<file path="src/rtl/alu_mc_pkg.sv">
// Shared types for the multi-cycle ALU: opcode encodings and FSM states.
package alu_mc_pkg;

  localparam int NUM_OPS = 12;

  typedef enum logic [3:0] {
    OP_ADD = 4'd0,
    OP_SUB = 4'd1,
    OP_AND = 4'd2,
    OP_OR  = 4'd3,
    OP_XOR = 4'd4,
    OP_ADC = 4'd5,
    OP_SBC = 4'd6,
    OP_CMP = 4'd7,
    OP_SHL = 4'd8,
    OP_SHR = 4'd9,
    OP_ASR = 4'd10,
    OP_MUL = 4'd11
  } alu_op_e;

  typedef enum logic [1:0] {
    IDLE  = 2'd0,
    SHIFT = 2'd1,
    MUL   = 2'd2
  } alu_state_e;

endpackage

</file>
<file path="src/rtl/alu_mc_addsub.sv">
// Combinational adder/subtractor; cout reports borrow when sub=1 so callers
// see the carry flag semantics directly.
module alu_mc_addsub #(
  parameter int WIDTH = 8
) (
  input  logic [WIDTH-1:0] a,
  input  logic [WIDTH-1:0] b,
  input  logic             cin,
  input  logic             sub,
  output logic [WIDTH-1:0] sum,
  output logic             cout,
  output logic             ovf
);

  logic [WIDTH-1:0] b_eff;
  logic             cin_eff;
  logic [WIDTH:0]   full;

  // a - b - cin == a + ~b + ~cin
  assign b_eff   = sub ? ~b : b;
  assign cin_eff = sub ? ~cin : cin;
  assign full    = {1'b0, a} + {1'b0, b_eff} + {{WIDTH{1'b0}}, cin_eff};
  assign sum     = full[WIDTH-1:0];
  assign cout    = full[WIDTH] ^ sub;
  assign ovf     = (a[WIDTH-1] == b_eff[WIDTH-1]) && (sum[WIDTH-1] != a[WIDTH-1]);

endmodule

</file>
<file path="src/rtl/alu_mc.sv">
// Multi-cycle ALU: single-cycle arith/logic, bit-serial shifts and a
// shift-add multiplier sharing one adder, with a start/busy/done handshake.
module alu_mc
  import alu_mc_pkg::*;
#(
  parameter  int WIDTH   = 8,
  localparam int SHAMT_W = $clog2(WIDTH)
) (
  input  logic             clk,
  input  logic             rst,
  input  logic             start,
  input  logic [3:0]       op,
  input  logic [WIDTH-1:0] a,
  input  logic [WIDTH-1:0] b,
  output logic             busy,
  output logic             done,
  output logic [WIDTH-1:0] out,
  output logic [WIDTH-1:0] out_hi,
  output logic             f_z,
  output logic             f_c,
  output logic             f_n,
  output logic             f_v
);

  alu_state_e       state;
  alu_op_e          op_q;
  logic [SHAMT_W:0] cnt;
  logic [WIDTH-1:0] work, acc, mcand;
  logic [WIDTH-1:0] as_a, as_b, sum;
  logic             as_cin, as_sub, cout, ovf;
  logic [WIDTH-1:0] sh_next, logic_res, acc_next, work_next;
  logic             sh_bit;
  logic [WIDTH:0]   mul_step;
  logic [SHAMT_W-1:0] shamt;
  logic             last;

  assign shamt = b[SHAMT_W-1:0];
  assign busy  = (state != IDLE);
  assign last  = (cnt == (SHAMT_W+1)'(1));

  // The adder serves the operands while idle and the accumulator during MUL.
  always_comb begin
    as_a   = a;
    as_b   = b;
    as_sub = 1'b0;
    as_cin = 1'b0;
    if (state == MUL) begin
      as_a = acc;
      as_b = mcand;
    end else begin
      as_sub = (op == OP_SUB) || (op == OP_SBC) || (op == OP_CMP);
      as_cin = ((op == OP_ADC) || (op == OP_SBC)) && f_c;
    end
  end

  alu_mc_addsub #(.WIDTH(WIDTH)) u_addsub (
    .a    (as_a),
    .b    (as_b),
    .cin  (as_cin),
    .sub  (as_sub),
    .sum  (sum),
    .cout (cout),
    .ovf  (ovf)
  );

  always_comb begin
    mul_step  = work[0] ? {cout, sum} : {1'b0, acc};
    acc_next  = mul_step[WIDTH:1];
    work_next = {mul_step[0], work[WIDTH-1:1]};
  end

  always_comb begin
    sh_next = work;
    sh_bit  = 1'b0;
    case (op_q)
      OP_SHL: begin
        sh_next = {work[WIDTH-2:0], 1'b0};
        sh_bit  = work[WIDTH-1];
      end
      OP_SHR: begin
        sh_next = {1'b0, work[WIDTH-1:1]};
        sh_bit  = work[0];
      end
      OP_ASR: begin
        sh_next = {work[WIDTH-1], work[WIDTH-1:1]};
        sh_bit  = work[0];
      end
      default: ;
    endcase
  end

  always_comb begin
    case (op)
      OP_AND:  logic_res = a & b;
      OP_OR:   logic_res = a | b;
      default: logic_res = a ^ b;
    endcase
  end

  always_ff @(posedge clk or posedge rst) begin
    if (rst) begin
      state  <= IDLE;
      op_q   <= OP_ADD;
      cnt    <= '0;
      work   <= '0;
      acc    <= '0;
      mcand  <= '0;
      done   <= 1'b0;
      out    <= '0;
      out_hi <= '0;
      f_z    <= 1'b0;
      f_c    <= 1'b0;
      f_n    <= 1'b0;
      f_v    <= 1'b0;
    end else begin
      done <= 1'b0;
      case (state)
        IDLE: if (start) begin
          case (op)
            OP_ADD, OP_SUB, OP_ADC, OP_SBC: begin
              out    <= sum;
              out_hi <= '0;
              f_z    <= (sum == '0);
              f_n    <= sum[WIDTH-1];
              f_c    <= cout;
              f_v    <= ovf;
              done   <= 1'b1;
            end
            OP_CMP: begin
              f_z  <= (sum == '0);
              f_n  <= sum[WIDTH-1];
              f_c  <= cout;
              f_v  <= ovf;
              done <= 1'b1;
            end
            OP_AND, OP_OR, OP_XOR: begin
              out    <= logic_res;
              out_hi <= '0;
              f_z    <= (logic_res == '0);
              f_n    <= logic_res[WIDTH-1];
              f_c    <= 1'b0;
              f_v    <= 1'b0;
              done   <= 1'b1;
            end
            OP_SHL, OP_SHR, OP_ASR: begin
              if (shamt == '0) begin
                out    <= a;
                out_hi <= '0;
                f_z    <= (a == '0);
                f_n    <= a[WIDTH-1];
                f_v    <= 1'b0;
                done   <= 1'b1;
              end else begin
                state <= SHIFT;
                op_q  <= alu_op_e'(op);
                work  <= a;
                cnt   <= {1'b0, shamt};
              end
            end
            OP_MUL: begin
              state <= MUL;
              acc   <= '0;
              work  <= b;
              mcand <= a;
              cnt   <= (SHAMT_W+1)'(WIDTH);
            end
            default: done <= 1'b1;
          endcase
        end
        SHIFT: begin
          work <= sh_next;
          cnt  <= cnt - (SHAMT_W+1)'(1);
          if (last) begin
            state  <= IDLE;
            out    <= sh_next;
            out_hi <= '0;
            f_z    <= (sh_next == '0);
            f_n    <= sh_next[WIDTH-1];
            f_c    <= sh_bit;
            f_v    <= 1'b0;
            done   <= 1'b1;
          end
        end
        MUL: begin
          acc  <= acc_next;
          work <= work_next;
          cnt  <= cnt - (SHAMT_W+1)'(1);
          if (last) begin
            state  <= IDLE;
            out    <= work_next;
            out_hi <= acc_next;
            f_z    <= ({acc_next, work_next} == '0);
            f_n    <= acc_next[WIDTH-1];
            f_c    <= (acc_next != '0);
            f_v    <= 1'b0;
            done   <= 1'b1;
          end
        end
        default: state <= IDLE;
      endcase
    end
  end

endmodule

</file>
<file path="config.mk">
export PLATFORM = sky130hd
export DESIGN_NAME = alu_mc
export DESIGN_NICKNAME = d
export VERILOG_FILES = /design/src/rtl/alu_mc_pkg.sv /design/src/rtl/alu_mc_addsub.sv /design/src/rtl/alu_mc.sv
export SDC_FILE = /design/constraint.sdc
export NUM_CORES = 1
export LEC_CHECK = 0
export BUFFER_PORTS_ARGS = -buffer_cell sky130_fd_sc_hd__buf_2
export CAP_MARGIN = 25
export CORE_MARGIN = 2
export CORE_UTILIZATION = 55
export CTS_CLUSTER_SIZE = 10
export DETAILED_ROUTE_END_ITERATION = 12
export GPL_TIMING_DRIVEN = 0
export PLACE_DENSITY = 0.75
export SETUP_SLACK_MARGIN = 0.3
export SYNTH_ARGS = -nofsm -noshare
export SYNTH_HDL_FRONTEND = slang
export SYNTH_SLANG_ARGS = --single-unit
</file>
<file path="constraint.sdc">
create_clock -name clk -period 4.8 [get_ports clk]
set_input_delay 0.48 -clock clk [delete_from_list [all_inputs] [get_ports clk]]
set_output_delay 0.48 -clock clk [all_outputs]
set_load 0.02 [all_outputs]
</file>
==> metrics.log <==
INFO  metric status = finished clean
INFO  metric ys_seq_area_frac = 0.310
INFO  metric syn-mean-instance-area = 8.18 µm²
INFO  metric setup.reg_to_reg.worst_slack = between 0.4 and 0.5 ns
INFO  metric critPathMaxFanout = 10
INFO  metric end_kind = register
INFO  metric routedWlPerCell = 19.6 µm
INFO  metric nNetsFinal = roughly 650
INFO  metric cts_made_buffers = 5
INFO  metric drive_above_1_share = 0.174
INFO  metric finalSetupTns = 0 ns
INFO  metric internal_power = around 1.5 mW
INFO  metric die-height = about 94 µm
INFO  metric final_design_area_no_fill = 4930 µm²
INFO  metric number_of_antenna_violations_at_the_first_check_in_global_routing = 0
INFO  metric fin_hold_ws = ~0.18 ns
INFO  metric worst_hold_class = in -> async
INFO  metric rsz0062_at_grt = false
INFO  metric floorplan.core_area = just under 8000 µm²
INFO  metric drcViolationCount = 0
INFO  metric tritoncts = built
INFO  metric timing.slew.headroom = 0.432
INFO  metric place.port_buffers = 43
INFO  metric dr.pass1.iters = 5
INFO  metric critical_path_buf_inv_count = 3
INFO  metric vias_per_cell = between 6 and 7
INFO  metric synth.area.top_cells = dfrtp_1 (31%), ha_1 (8.2%), nand2_1 (6.9%), mux2_2 (5.6%), o21ai_0 (4.4%)
INFO  metric ctsLongestPathBuffers = 2
INFO  metric worstRegToRegCells = 14
INFO  metric clock_period_minus_worst_slack = roughly 4.4 ns
INFO  metric syn_nets = ~600
INFO  metric cts.root.buffer_cell = clkbuf_8
INFO  metric crit_chain = buf_2 > clkbuf_1 > or3b_4 > a211oi_4 > buf_4 > nor2_1 > a221o_1 > ha_1 > a2111oi_0 > a21boi_0 > xnor2_1 > o21ai_0 > o21a_1 > o221a_2
INFO  metric postSynthCellCount = about 540
INFO  metric overall_fraction_of_global_route_tracks_in_use = 0.322
INFO  metric setup.worst_path.class = in -> reg
INFO  metric required = between 5 and 6 ns
INFO  metric startpoint_of_the_lowest_slack_register_to_register_path = state[0]
INFO  metric synthMostInstantiatedCell = nand2_1
INFO  metric row_cnt = 32
INFO  metric max_stage_delay = 0.60 ns
INFO  metric power.share.combinational = 0.648
INFO  metric worst_pin_slew = about 0.85 ns
INFO  metric place_area = 4800 µm²
INFO  metric synthesis.area = roughly 4400 µm²
INFO  metric ctsHtreeMaxLevel = 2
INFO  metric finalSetupViolations = 0
INFO  metric finalWeightedCongestion = between 0.9 and 1
INFO  metric p_per_area = around 640 nW/µm²
INFO  metric grt_first_pass_wirelength = 21.8 mm
INFO  metric clkPwrFrac = 0.093
INFO  metric grt_max_degree = 33
INFO  metric end_of_the_worst_register_to_register_path = f_c
INFO  metric totalPowerFinal = about 3.2 mW
INFO  metric initial_utilization = 0.571
INFO  metric finalHoldViolCount = 0
INFO  metric detailed_place_hpwl = ~10 mm
INFO  metric synth_edf_count = 0
INFO  metric crit_path_top_delay_cell = xnor2_1
INFO  metric netlist-cell-type-count = approximately 60
INFO  metric power.ir.vdd_worst = around 0.00038 V
INFO  metric seqPwrFrac = 0.259
INFO  metric worst_skew_pair.late_latency = around 0.33 ns
INFO  metric ioPinCount = 45
INFO  metric p_leak = between 2 and 2.5 nW
INFO  metric yosysTopAreaCellShare = 0.310
INFO  metric finalWirelength = between 10 and 15 mm
INFO  metric p_sw = between 1.5 and 2 mW
INFO  metric gr_overflow_total = 0
INFO  metric startpoint_type = input port
INFO  metric asyncSetResetFlopFracSynth = 1.00
INFO  metric clock.fmax = between 200 and 250 MHz
INFO  metric timing.clock.skew = ~0.015 ns
INFO  metric worst_ep_arrival_time = roughly 4.6 ns
INFO  metric hold_fix_buffers_at_cts = 0
INFO  metric post-route-period-util = 0.916
INFO  metric top_cell_types_by_occurrence_after_synthesis = nand2_1 (82), dfrtp_1 (55), o21ai_0 (39)
INFO  metric final_core_utilization = 0.635
INFO  metric grt_pass1_vias = ~4100
INFO  metric final_max_slew_viol_count = 0
INFO  metric layout-area-overhead-vs-synth = 11.3%
INFO  metric yosys_most_used_dff = dfrtp_1
INFO  metric first_iter_violations = around 440
INFO  metric die_width = roughly 94 µm
INFO  metric design.die.area = about 9000 µm²
INFO  metric clk_transition_reported_paths = 0.13 ns
INFO  metric vias = about 4400
INFO  metric ant_nets = 0
INFO  metric yosysTopAreaCell = dfrtp_1
INFO  metric power_switching_share = 0.522
INFO  metric max-cap-violations = 0
INFO  metric antennaDiodeCount = 0
INFO  metric cpLargestDelayFamily = compound AO/OA/AOI/OAI gates
INFO  metric synth_seq_cells = 55
INFO  metric numClockSinks = 55
INFO  metric synth_warnings = 0
[metrics by stage]
step,setup slack [ns],std cells
after floorplan,0.647,542
after global placement,-0.269,687
after detailed placement,-0.329,688
after CTS,0.341,697
after global routing,0.302,698
final,0.404,698
[how the worst max path moves through the flow]
stage	start	to	slack, ns	depth (start not counted)
2_1_floorplan	op[2]	f_z	0.65	14
3_3_place_gp	op[2]	f_z	-0.27	15
3_5_place_dp	op[2]	f_z	-0.33	15
4_1_cts	state[0]	f_z	0.34	17
5_1_grt	op[2]	f_c	0.30	14
6_report	op[2]	f_c	0.40	14
[layer usage]
| metal | wire (µm) | GRT usage | vias to the layer above |
|---|---|---|---|
| met5 | 0 | 0 | - |
| li1 | - | - | 2047 |
| met4 | 371 | 0.106 | 0 |
| met2 | 6130 | 0.488 | 228 |
| met1 | 5930 | 0.472 | 2054 |
| met3 | 1250 | 0.0457 | 27 |
[final cells by class]
type,instances,area [µm²]
Multi-Input combinational cell,421,2790
Fill cell,711,2830
Tap cell,102,128
Clock buffer,5,68.8
Buffer,30,160
Timing Repair Buffer,46,250
Sequential cell,55,1380
Clock inverter,3,27.5
Inverter,36,135
[power groups by stage]
stage | sequential [mW] | combinational, mW | clock [mW]
after floorplan | 0.855 | 1.36 | 0
after global placement | 0.819 | 1.95 | 0
after detailed placement | 0.826 | 1.98 | 0
after CTS | 0.816 | 1.99 | 0.293
after global routing | 0.846 | 2.25 | 0.306
final | 0.823 | 2.06 | 0.296
[registers in the layout (all words and copies together) (netlist names)]
signal	cells
acc	8
cnt	4
done	1
f_c	1
f_n	1
f_v	1
f_z	1
mcand	8
op_q	4
out	8
out_hi	8
state	2
work	8
[kinds of logic after synthesis]
kind of cell	share of synthesized area
muxes	0.0762
adders and majority gates	0.0909
AOI/OAI and AO/OA	0.242
xor gates and xnor gates	0.0138
and+or+nand+nor	0.203
DFF	0.310
buffers and inverters	0.0638
[layout by cell type (no fill, tap or decap), drive strengths merged, types with 3 or more instances in the layout]
cell,instances
a211oi,15
a21o,3
a21oi,38
a221o,3
a2bb2oi,7
a31oi,3
and2,3
buf,54
clkbuf,27
dfrtp,55
ha,29
inv,36
mux2,22
mux2i,9
nand2,82
nand2b,7
nand3,13
nand4,3
nor2,38
nor2b,12
nor3,8
nor3b,3
nor4,5
o211ai,5
o21a,5
o21ai,39
o221ai,3
o22ai,9
o31ai,11
o41ai,3
or2,4
or4,5
xor2,5
[what timing repair did]
action	in CTS	in global routing
endpoints found under the setup margin	6	2
setup buffers	1	1
pin swaps	1	1
gates resized for setup	6	6
endpoints found under the hold margin	0	0
No activity file was read; power rests on OpenSTA's default activity.
